<file path="src/rtl/text_banner_renderer_pkg.sv">
// rtl/text_banner_renderer_pkg.sv - shared types, palette and widths for the text banner renderer
package text_pkg;

    localparam int TEXT_ADDR_W = 14;

    localparam logic [23:0] PAL1 = 24'hFFD700;
    localparam logic [23:0] PAL2 = 24'hC00000;
    localparam logic [23:0] PAL3 = 24'h000000;

    typedef enum logic [1:0] {
        IDLE  = 2'd0,
        SHOW  = 2'd1,
        BLINK = 2'd2
    } state_t;

    // Index 0 is transparent; the caller masks it out with text_on.
    function automatic logic [23:0] palette(input logic [1:0] idx);
        case (idx)
            2'd1:    palette = PAL1;
            2'd2:    palette = PAL2;
            2'd3:    palette = PAL3;
            default: palette = 24'h000000;
        endcase
    endfunction

endpackage

</file>
<file path="src/rtl/text_banner_renderer_if.sv">
// rtl/text_banner_renderer_if.sv - ROM read bus between the renderer and the text-image ROM
interface text_banner_renderer_if;
    import text_pkg::*;

    logic [TEXT_ADDR_W-1:0] rom_addr;
    logic [1:0]             rom_data;

    modport master (output rom_addr, input rom_data);
    modport slave  (input rom_addr, output rom_data);
endinterface

</file>
<file path="src/rtl/text_banner_renderer_timer.sv">
// rtl/text_banner_renderer_timer.sv - frame-timed show/blink/hide FSM with vsync tick detect
module text_banner_timer
    import text_pkg::*;
#(
    parameter int HOLD_FRAMES  = 120,
    parameter int BLINK_FRAMES = 60,
    parameter int BLINK_PERIOD = 8
) (
    input  logic clk,
    input  logic rst,
    input  logic vs,
    input  logic show_req,
    input  logic clear,
    output logic visible,
    output logic busy
);

    localparam logic [7:0] HOLD_N   = 8'(HOLD_FRAMES);
    localparam logic [7:0] BLINK_N  = 8'(BLINK_FRAMES);
    localparam logic [7:0] PERIOD_N = 8'(BLINK_PERIOD);

    state_t     state, state_n;
    logic [7:0] fcnt, fcnt_n;
    logic [7:0] pcnt, pcnt_n;
    logic       blink_on, blink_on_n;
    logic       vs_q;
    logic       tick;

    // Falling edge of the active-low vsync marks one frame.
    assign tick = vs_q & ~vs;

    // State, counters and vsync history.
    always_ff @(posedge clk or posedge rst) begin
        if (rst) begin
            vs_q     <= 1'b1;
            state    <= IDLE;
            fcnt     <= 8'd0;
            pcnt     <= 8'd0;
            blink_on <= 1'b0;
        end else begin
            vs_q     <= vs;
            state    <= state_n;
            fcnt     <= fcnt_n;
            pcnt     <= pcnt_n;
            blink_on <= blink_on_n;
        end
    end

    // Next-state: clear beats show_req, show_req beats the frame tick.
    always_comb begin
        state_n    = state;
        fcnt_n     = fcnt;
        pcnt_n     = pcnt;
        blink_on_n = blink_on;
        if (clear) begin
            state_n = IDLE;
        end else if (show_req) begin
            state_n = SHOW;
            fcnt_n  = HOLD_N;
        end else if (tick) begin
            case (state)
                SHOW: begin
                    if (fcnt == 8'd1) begin
                        state_n    = BLINK;
                        fcnt_n     = BLINK_N;
                        pcnt_n     = PERIOD_N;
                        blink_on_n = 1'b1;
                    end else begin
                        fcnt_n = fcnt - 8'd1;
                    end
                end
                BLINK: begin
                    if (fcnt == 8'd1) begin
                        state_n = IDLE;
                    end else begin
                        fcnt_n = fcnt - 8'd1;
                        if (pcnt == 8'd1) begin
                            blink_on_n = ~blink_on;
                            pcnt_n     = PERIOD_N;
                        end else begin
                            pcnt_n = pcnt - 8'd1;
                        end
                    end
                end
                default: ;
            endcase
        end
    end

    assign visible = (state == SHOW) | ((state == BLINK) & blink_on);
    assign busy    = (state != IDLE);

endmodule

</file>
<file path="src/rtl/text_banner_renderer.sv">
// rtl/text_banner_renderer.sv - banner overlay: address generation, 3-stage pixel pipeline, palette
module text_banner_renderer
    import text_pkg::*;
#(
    parameter int TEXT_X       = 270,
    parameter int TEXT_Y       = 190,
    parameter int TEXT_W       = 100,
    parameter int TEXT_H       = 100,
    parameter int HOLD_FRAMES  = 120,
    parameter int BLINK_FRAMES = 60,
    parameter int BLINK_PERIOD = 8
) (
    input  logic        Clk,
    input  logic        Reset,
    input  logic        VS,
    input  logic [9:0]  DrawX,
    input  logic [9:0]  DrawY,
    input  logic        show_req,
    input  logic        clear,
    output logic        text_on,
    output logic [23:0] text_rgb,
    output logic        busy,
    text_banner_renderer_if.master rom
);

    localparam logic [10:0] X_LO = 11'(TEXT_X);
    localparam logic [10:0] X_HI = 11'(TEXT_X + TEXT_W - 1);
    localparam logic [10:0] Y_LO = 11'(TEXT_Y);
    localparam logic [10:0] Y_HI = 11'(TEXT_Y + TEXT_H - 1);

    logic                   visible;
    logic                   in_box;
    logic [TEXT_ADDR_W-1:0] dx, dy, addr_next;
    logic                   in_box_d1, in_box_d2;
    logic                   vis_d1, vis_d2;
    logic                   on_next;

    text_banner_timer #(
        .HOLD_FRAMES  (HOLD_FRAMES),
        .BLINK_FRAMES (BLINK_FRAMES),
        .BLINK_PERIOD (BLINK_PERIOD)
    ) u_timer (
        .clk      (Clk),
        .rst      (Reset),
        .vs       (VS),
        .show_req (show_req),
        .clear    (clear),
        .visible  (visible),
        .busy     (busy)
    );

    // Offsets wrap outside the box, but the address is forced to 0 there.
    assign in_box    = ({1'b0, DrawX} >= X_LO) && ({1'b0, DrawX} <= X_HI) &&
                       ({1'b0, DrawY} >= Y_LO) && ({1'b0, DrawY} <= Y_HI);
    assign dx        = TEXT_ADDR_W'(DrawX) - TEXT_ADDR_W'(TEXT_X);
    assign dy        = TEXT_ADDR_W'(DrawY) - TEXT_ADDR_W'(TEXT_Y);
    assign addr_next = dy * TEXT_ADDR_W'(TEXT_W) + dx;
    assign on_next   = in_box_d2 & vis_d2 & (rom.rom_data != 2'd0);

    // S1 address/box, S2 alignment with ROM latency, S3 palette output.
    always_ff @(posedge Clk or posedge Reset) begin
        if (Reset) begin
            rom.rom_addr <= '0;
            in_box_d1    <= 1'b0;
            in_box_d2    <= 1'b0;
            vis_d1       <= 1'b0;
            vis_d2       <= 1'b0;
            text_on      <= 1'b0;
            text_rgb     <= 24'h000000;
        end else begin
            rom.rom_addr <= in_box ? addr_next : '0;
            in_box_d1    <= in_box;
            vis_d1       <= visible;
            in_box_d2    <= in_box_d1;
            vis_d2       <= vis_d1;
            text_on      <= on_next;
            text_rgb     <= on_next ? palette(rom.rom_data) : 24'h000000;
        end
    end

endmodule

</file>
<file path="src/flat_wrapper.sv">
// flat-port wrapper written by rule: the top's interface ports become plain ports
module text_banner_renderer_flat import text_pkg::*;
#(
    parameter int TEXT_X       = 270,
    parameter int TEXT_Y       = 190,
    parameter int TEXT_W       = 100,
    parameter int TEXT_H       = 100,
    parameter int HOLD_FRAMES  = 120,
    parameter int BLINK_FRAMES = 60,
    parameter int BLINK_PERIOD = 8
)
  (Clk, Reset, VS, DrawX, DrawY, show_req, clear, text_on, text_rgb, busy, rom_rom_addr, rom_rom_data);
  text_banner_renderer_if rom_i ();
  input  logic Clk;
  input  logic Reset;
  input  logic VS;
  input  logic [9:0] DrawX;
  input  logic [9:0] DrawY;
  input  logic show_req;
  input  logic clear;
  output logic text_on;
  output logic [23:0] text_rgb;
  output logic busy;
  output wire logic [$bits(rom_i.rom_addr)-1:0] rom_rom_addr;
  input wire logic [$bits(rom_i.rom_data)-1:0] rom_rom_data;
  assign rom_rom_addr = rom_i.rom_addr;
  assign rom_i.rom_data = rom_rom_data;
  text_banner_renderer #(.TEXT_X(TEXT_X), .TEXT_Y(TEXT_Y), .TEXT_W(TEXT_W), .TEXT_H(TEXT_H), .HOLD_FRAMES(HOLD_FRAMES), .BLINK_FRAMES(BLINK_FRAMES), .BLINK_PERIOD(BLINK_PERIOD)) u_core (.Clk(Clk), .Reset(Reset), .VS(VS), .DrawX(DrawX), .DrawY(DrawY), .show_req(show_req), .clear(clear), .text_on(text_on), .text_rgb(text_rgb), .busy(busy), .rom(rom_i));
endmodule
</file>
<file path="config.mk">
export PLATFORM = sky130hd
export DESIGN_NAME = text_banner_renderer_flat
export DESIGN_NICKNAME = d
export VERILOG_FILES = /design/src/rtl/text_banner_renderer_pkg.sv /design/src/rtl/text_banner_renderer_if.sv /design/src/rtl/text_banner_renderer_timer.sv /design/src/rtl/text_banner_renderer.sv /design/src/flat_wrapper.sv
export SDC_FILE = /design/constraint.sdc
export NUM_CORES = 1
export LEC_CHECK = 0
export BUFFER_PORTS_ARGS = -buffer_cell sky130_fd_sc_hd__clkbuf_2
export CORE_AREA = 2 2 89 91
export DETAILED_ROUTE_END_ITERATION = 16
export DIE_AREA = 0 0 91 93
export HOLD_SLACK_MARGIN = 0.12
export PLACE_DENSITY = 0.75
export SYNTH_ARGS = -nofsm -noshare
export SYNTH_HDL_FRONTEND = slang
export SYNTH_SLANG_ARGS = --single-unit
</file>
<file path="constraint.sdc">
create_clock -name Clk -period 5.45 [get_ports Clk]
set_input_delay 1.09 -clock Clk [delete_from_list [all_inputs] [get_ports Clk]]
set_output_delay 1.09 -clock Clk [all_outputs]
set_load 0.01 [all_outputs]
</file>
Yosys cells after proc, flatten, opt, wreduce, memory -nomap -nowiden
Cells that the tools add are included.
{"block": "classes", "n_addsub": 5, "bitwise": 9, "n_eq_ne": 12, "muxes": 22, "mul": 1, "order_cmp": 4, "n_reduce_logical": 14}
{"operator": "$mux W8", "count": 7}
{"operator": "$pmux W24 S2", "count": 1}
{"operator": "$pmux W8 S2", "count": 2}
{"operator": "$mux W24", "count": 1}
{"operator": "$le A10 B9 Y1 const B", "count": 2}
{"operator": "$eq A8 B1 Y1 const B", "count": 2}
{"operator": "$sub A8 B1 Y8 const B", "count": 2}
{"operator": "$add A14 B14 Y14", "count": 1}
{"operator": "$mul A14 B5 Y12 const B", "count": 1}
{"operator": "$mux W14", "count": 1}
{"operator": "$sub A10 B8 Y11 const B", "count": 1}
{"operator": "$sub A10 B9 Y11 const B", "count": 1}
{"operator": "$ge A10 B8 Y1 const B", "count": 1}
{"operator": "$ge A10 B9 Y1 const B", "count": 1}
{"operator": "$mux W2", "count": 5}
{"operator": "$ne A4 B4 Y1 const B", "count": 2}
{"operator": "$reduce_and A4 Y1", "count": 2}
{"operator": "$reduce_bool A2 Y1", "count": 4}
{"operator": "$reduce_and A7 Y1", "count": 1}
{"operator": "$ne A2 B2 Y1 const B", "count": 3}
{"operator": "$reduce_and A6 Y1", "count": 1}
{"operator": "$reduce_bool A3 Y1", "count": 2}
{"operator": "$and A1 B1 Y1", "count": 4}
{"operator": "$eq A2 B1 Y1 const B", "count": 2}
{"operator": "9 further kinds", "count": 17}
{"block": "word_totals", "input_bits": 27, "ff_bits": 63}

Longest topological paths before layout
{"block": "logic_depth", "ltp_word": 6, "ltp_mapped": 19, "mapped_depth_nobuf": 19}

Hierarchy
A second synthesis with hierarchy kept.
{"block": "hier_totals", "cells_unflattened": 418, "area_unflattened_um2": 3865.0}
{"mod": "text_banner_renderer", "seq_area_each_um2": 525.5, "cells_per_inst": 277, "area_per_inst_um2": 2492.4, "instances": 1}
{"mod": "text_banner_timer", "seq_area_each_um2": 501.7, "cells_per_inst": 141, "area_per_inst_um2": 1372.6, "instances": 1}

Least setup slack after synthesis
Ideal clock, no wire load.
{"block": "synth_timing", "path_type": "input port to flip-flop", "startpoint": "in DrawY[1]", "endpoint": "reg u_core.rom.rom_addr[12]", "setup_time_ns": 0.125, "n_path_buf": 0, "required_time_ns": 5.325, "setup_slack_ns": 0.679, "path_stages": 16, "arrival_ns": 4.646, "path_cell_list": "ha_1 xor2_1 ha_1 ha_1 fa_1 ha_1 nor2b_1 o21ai_0 a21oi_1 o21a_1 nor2_1 xnor2_1 ha_1 a2111oi_0 and3b_1 nor4_1"}
{"block": "synth_via", "elab_chain_len": 4, "word_cells_on_any_way": 8, "cone_classes": "2 x add/sub; 1 x mul; 2 x order compare; 1 x mux; 2 x reduce/logical"}
{"item": "start: declaration", "line_no": "flat_wrapper.sv:18", "source": "input logic [9:0] DrawY;"}
{"item": "$sub A10 B8 Y11 / $ge A10 B8 Y1 (equally long branches)", "line_no": "text_banner_renderer.sv:56, text_banner_renderer.sv:54"}
{"item": "$mul A14 B5 Y12 / $logic_and A1 B1 Y1 (equally long branches)", "line_no": "text_banner_renderer.sv:57, text_banner_renderer.sv:53"}
{"item": "$add A14 B14 Y14 / $logic_and A1 B1 Y1 (equally long branches)", "line_no": "text_banner_renderer.sv:57, text_banner_renderer.sv:54"}
{"item": "$mux W14 *", "line_no": "text_banner_renderer.sv:71", "source": "rom.rom_addr <= in_box ? addr_next : '0;"}
{"item": "end signal: assignment", "line_no": "text_banner_renderer.sv:71"}
{"item": "end: declaration", "line_no": "text_banner_renderer_if.sv:8", "source": "modport master (output rom_addr, input rom_data);"}
Every way passes the cells marked *; elsewhere a longest branch is shown, timed or not.
A chain may end at the register's enable or synchronous reset.

Worst setup path after layout
Ends and elaborated chain as after synthesis.

==> results.sh <==
export IMPL_status="completed"
export IMPL_synth_area_leader_cell="dfrtp_1"
export IMPL_cts_hold_buf=0
export IMPL_root_buffer="clkbuf_8"
export IMPL_rows=32
export IMPL_drt_total_wl_mm=7.09
export IMPL_drt_iter0_drc=86
export IMPL_clock_latency_ns=0.29
export IMPL_vdd_drop_max_mv=0.146
export IMPL_power_density_mw_per_mm2=325
export IMPL_antenna_cells=0
export IMPL_synthDistinctLibCells=53
export IMPL_initial_core_util_pct=48.3
export IMPL_clock_skew_ns=0.00921
export IMPL_timing_fmax_mhz=199
export IMPL_fin_cells=564
export IMPL_cts_buffer_depth=2
export IMPL_cts_max_level=2
export IMPL_fin_crit_sh_pct=92.4
export IMPL_synth_edff_count=0
export IMPL_die_h_um=93
export IMPL_cts_sinks=41
export IMPL_cts_tree="yes"
export IMPL_syn_avg_cell_area_um2=8.73
export IMPL_synth_seq_cells=41
export IMPL_place_inst=557
export IMPL_cts_resized=0
export IMPL_crit_path_end_kind="register"
export IMPL_grt_overflow_total=0
export IMPL_rsz0062_at_grt="no"
export IMPL_antenna_found_initial=0
export IMPL_tns_ns=0
export IMPL_syn_area_mm2=0.00364
export IMPL_grt_use_total_pct=17.3
export IMPL_hold_viol_final=0
export IMPL_drc=0
export IMPL_path_clk_slew_ns=0.07
export IMPL_synth_warning_count=0
export IMPL_cp_data_required_time_ns=5.60
export IMPL_synthFlopType="dfrtp_1"
export IMPL_post_route_min_period_ns=5.04
export IMPL_grt_pass1_vias=2804
export IMPL_wire_per_inst_um=12.6
export IMPL_min_path_cells=0
export IMPL_crit_type="primary input to register"
export IMPL_drive_gt1_share_pct=14.5
export IMPL_gp_congestion=0.918
export IMPL_grt_pass1_wl_mm=12.2
export IMPL_hp_class="register to register"
export IMPL_finish_utilization_pct=53.0
export IMPL_slew_headroom_pct=42.7
export IMPL_crit_path_start_kind="primary input"
export IMPL_dieWidth_um=91
export IMPL_cts_buffers=5
export IMPL_r2r_cells=6
export IMPL_core_mm2=0.00753
export IMPL_power_leakage_nw=2.02
export IMPL_grt_max_degree=42
export IMPL_drtAntennaViolNets=0
export IMPL_cts_setup_buffers=0
export IMPL_ios=67
export IMPL_synth_area_leaders="dfrtp_1 28%, ha_1 16%, xnor2_1 5.8%, buf_4 4.5%, inv_1 4.3%"
export IMPL_slew_violations=0
export IMPL_seq_area_frac_synth_pct=28.2
export IMPL_routed_via_density=5.21
export IMPL_maxCapViolations=0
export IMPL_port_buffers=56
export IMPL_setup_viol=0
export IMPL_syn_inst=417
export IMPL_fillers=738
export IMPL_dp_hpwl_mm=5.85
export IMPL_multi_input_area_mm2=0.00229
export IMPL_nets=542
export IMPL_firstDrtPassIters=5
export IMPL_worstMarginPinSlew_ns=0.837
export IMPL_crit_fanout=7
export IMPL_die_area_mm2=0.00846
export IMPL_vias=2940
export IMPL_synth_async_reset_ratio_pct=100
export IMPL_cp_arrival_ns=5.18
export IMPL_synth_top_area_share_pct=27.5
export IMPL_syn2layout_area_growth_pct=9.63
export IMPL_ff_latch_area_mm2=0.00103
[cell families after synthesis]
group / after synthesis / synth area share, %
adders and majority gates: 53 / 19.7
and+or+nand+nor: 136 / 19.0
DFF: 41 / 28.2
AOI/OAI and AO/OA: 74 / 13.1
other: 1 / 0.103
buffers and inverters: 71 / 9.63
xor gates and xnor gates: 40 / 10.0
muxes: 1 / 0.275
[final timing paths]
| check | from | endpoint | slack, ns |
|---|---|---|---|
| worst min register to register | u_core.vis_d1 | u_core.vis_d2 | 0.35 |
| worst min-delay path | u_core.vis_d1 | u_core.vis_d2 | 0.35 |
| worst max register to register | u_core.u_timer.fcnt[4] | u_core.u_timer.pcnt[5] | 2.85 |
| min in group asynchronous | Reset | u_core.u_timer.pcnt[4] | 0.90 |
| max in group asynchronous | Reset | u_core.u_timer.fcnt[5] | 4.19 |
| worst max-delay path | DrawY[1] | u_core.rom.rom_addr[12] | 0.41 |
[cell type report]
| cell class | count | share of cell area (%) |
|---|---|---|
| inverters | 42 | 3.95 |
| repair buffers | 58 | 7.40 |
| well taps | 102 | 3.20 |
| clock buffers | 7 | 2.16 |
| flip-flops and latches | 41 | 25.8 |
| multi-input cells | 314 | 57.5 |
[layer usage]
metal | vias to the layer above | GRT usage, % | wire length [um]
met5 | - | 0 | 0
met4 | 0 | 6.19 | 144
met3 | 13 | 1.93 | 250
met2 | 79 | 31.6 | 3570
met1 | 1364 | 21.1 | 3130
li1 | 1484 | - | -
[worst max-delay path, cell delays in order]
cell       delay, ns
clkbuf_2        0.16
inv_1           0.13
ha_1            0.33
inv_1           0.07
ha_1            0.27
ha_1            0.31
fa_1            0.46
ha_1            0.35
nor2b_1         0.14
o21ai_0         0.18
a21oi_1         0.11
o21a_1          0.17
nor2_1          0.11
xnor2_1         0.14
ha_1            0.30
a2111oi_0       0.56
and3b_1         0.23
nor4_1          0.05
[through the flow]
step | worst slack, ns | cell area [um^2] | power, mW | hold WS [ns]
3_3_place_gp | 0.268 | 3900 | 1.08 | 0.336
3_5_place_dp | 0.146 | 3900 | 1.10 | 0.336
4_1_cts | 0.418 | 3990 | 1.30 | 0.353
5_1_grt | 0.0215 | 3990 | 1.41 | 0.367
2_1_floorplan | 0.679 | 3670 | 0.961 | 0.331
6_report | 0.413 | 3990 | 1.29 | 0.352
[synthesized netlist by cell type, types with 2 or more instances]
| cell | n |
|---|---|
| dfrtp_1 | 40 |
| o31ai_1 | 4 |
| a21oi_1 | 21 |
| nand4_1 | 3 |
| and3_1 | 5 |
| a21o_1 | 5 |
| and2_1 | 8 |
| o21ai_0 | 17 |
| nor2b_1 | 5 |
| nand2b_1 | 7 |
| nor4b_1 | 2 |
| o21bai_1 | 3 |
| a211oi_1 | 2 |
| xor2_1 | 15 |
| a31oi_1 | 4 |
| fa_1 | 7 |
| nor3_1 | 10 |
| buf_4 | 22 |
| or4_1 | 2 |
| nand3b_1 | 4 |
| ha_1 | 46 |
| clkbuf_1 | 6 |
| nand2_1 | 20 |
| inv_1 | 42 |
| or3_1 | 4 |
| xnor2_1 | 24 |
| nand3_1 | 16 |
| a2111oi_0 | 2 |
| nor4_1 | 4 |
| nor2_1 | 41 |
| o21a_1 | 4 |
[cells in the final DEF (no fill, tap or decap), types with 6 or more instances in the layout]
cell type / count
a21oi_1: 21
and2_1: 8
clkbuf_2: 56
clkbuf_8: 6
conb_1: 10
dfrtp_1: 40
fa_1: 7
ha_1: 46
inv_1: 42
nand2_1: 20
nand2b_1: 7
nand3_1: 16
nor2_1: 41
nor3_1: 10
o21ai_0: 17
xnor2_1: 24
xor2_1: 15
[state kept, by name, indices dropped and copies added, names as in the netlist]
name,cells
u_core.u_timer.state,2
u_core.in_box_d1,1
u_core.vis_d2,1
u_core.in_box_d2,1
u_core.text_rgb,2
u_core.u_timer.fcnt,8
u_core.u_timer.blink_on,1
u_core.rom.rom_addr,14
u_core.text_on,1
u_core.u_timer.pcnt,8
u_core.vis_d1,1
u_core.u_timer.vs_q,1
[report_power, final]
part	total (mW)	internal [mW]	switching, mW
combinational	0.735	0.332	0.403
sequential	0.365	0.335	0.0303
clock	0.194	0.100	0.0940
total	1.29	0.767	0.527
(Power assumes the default switching activity.)
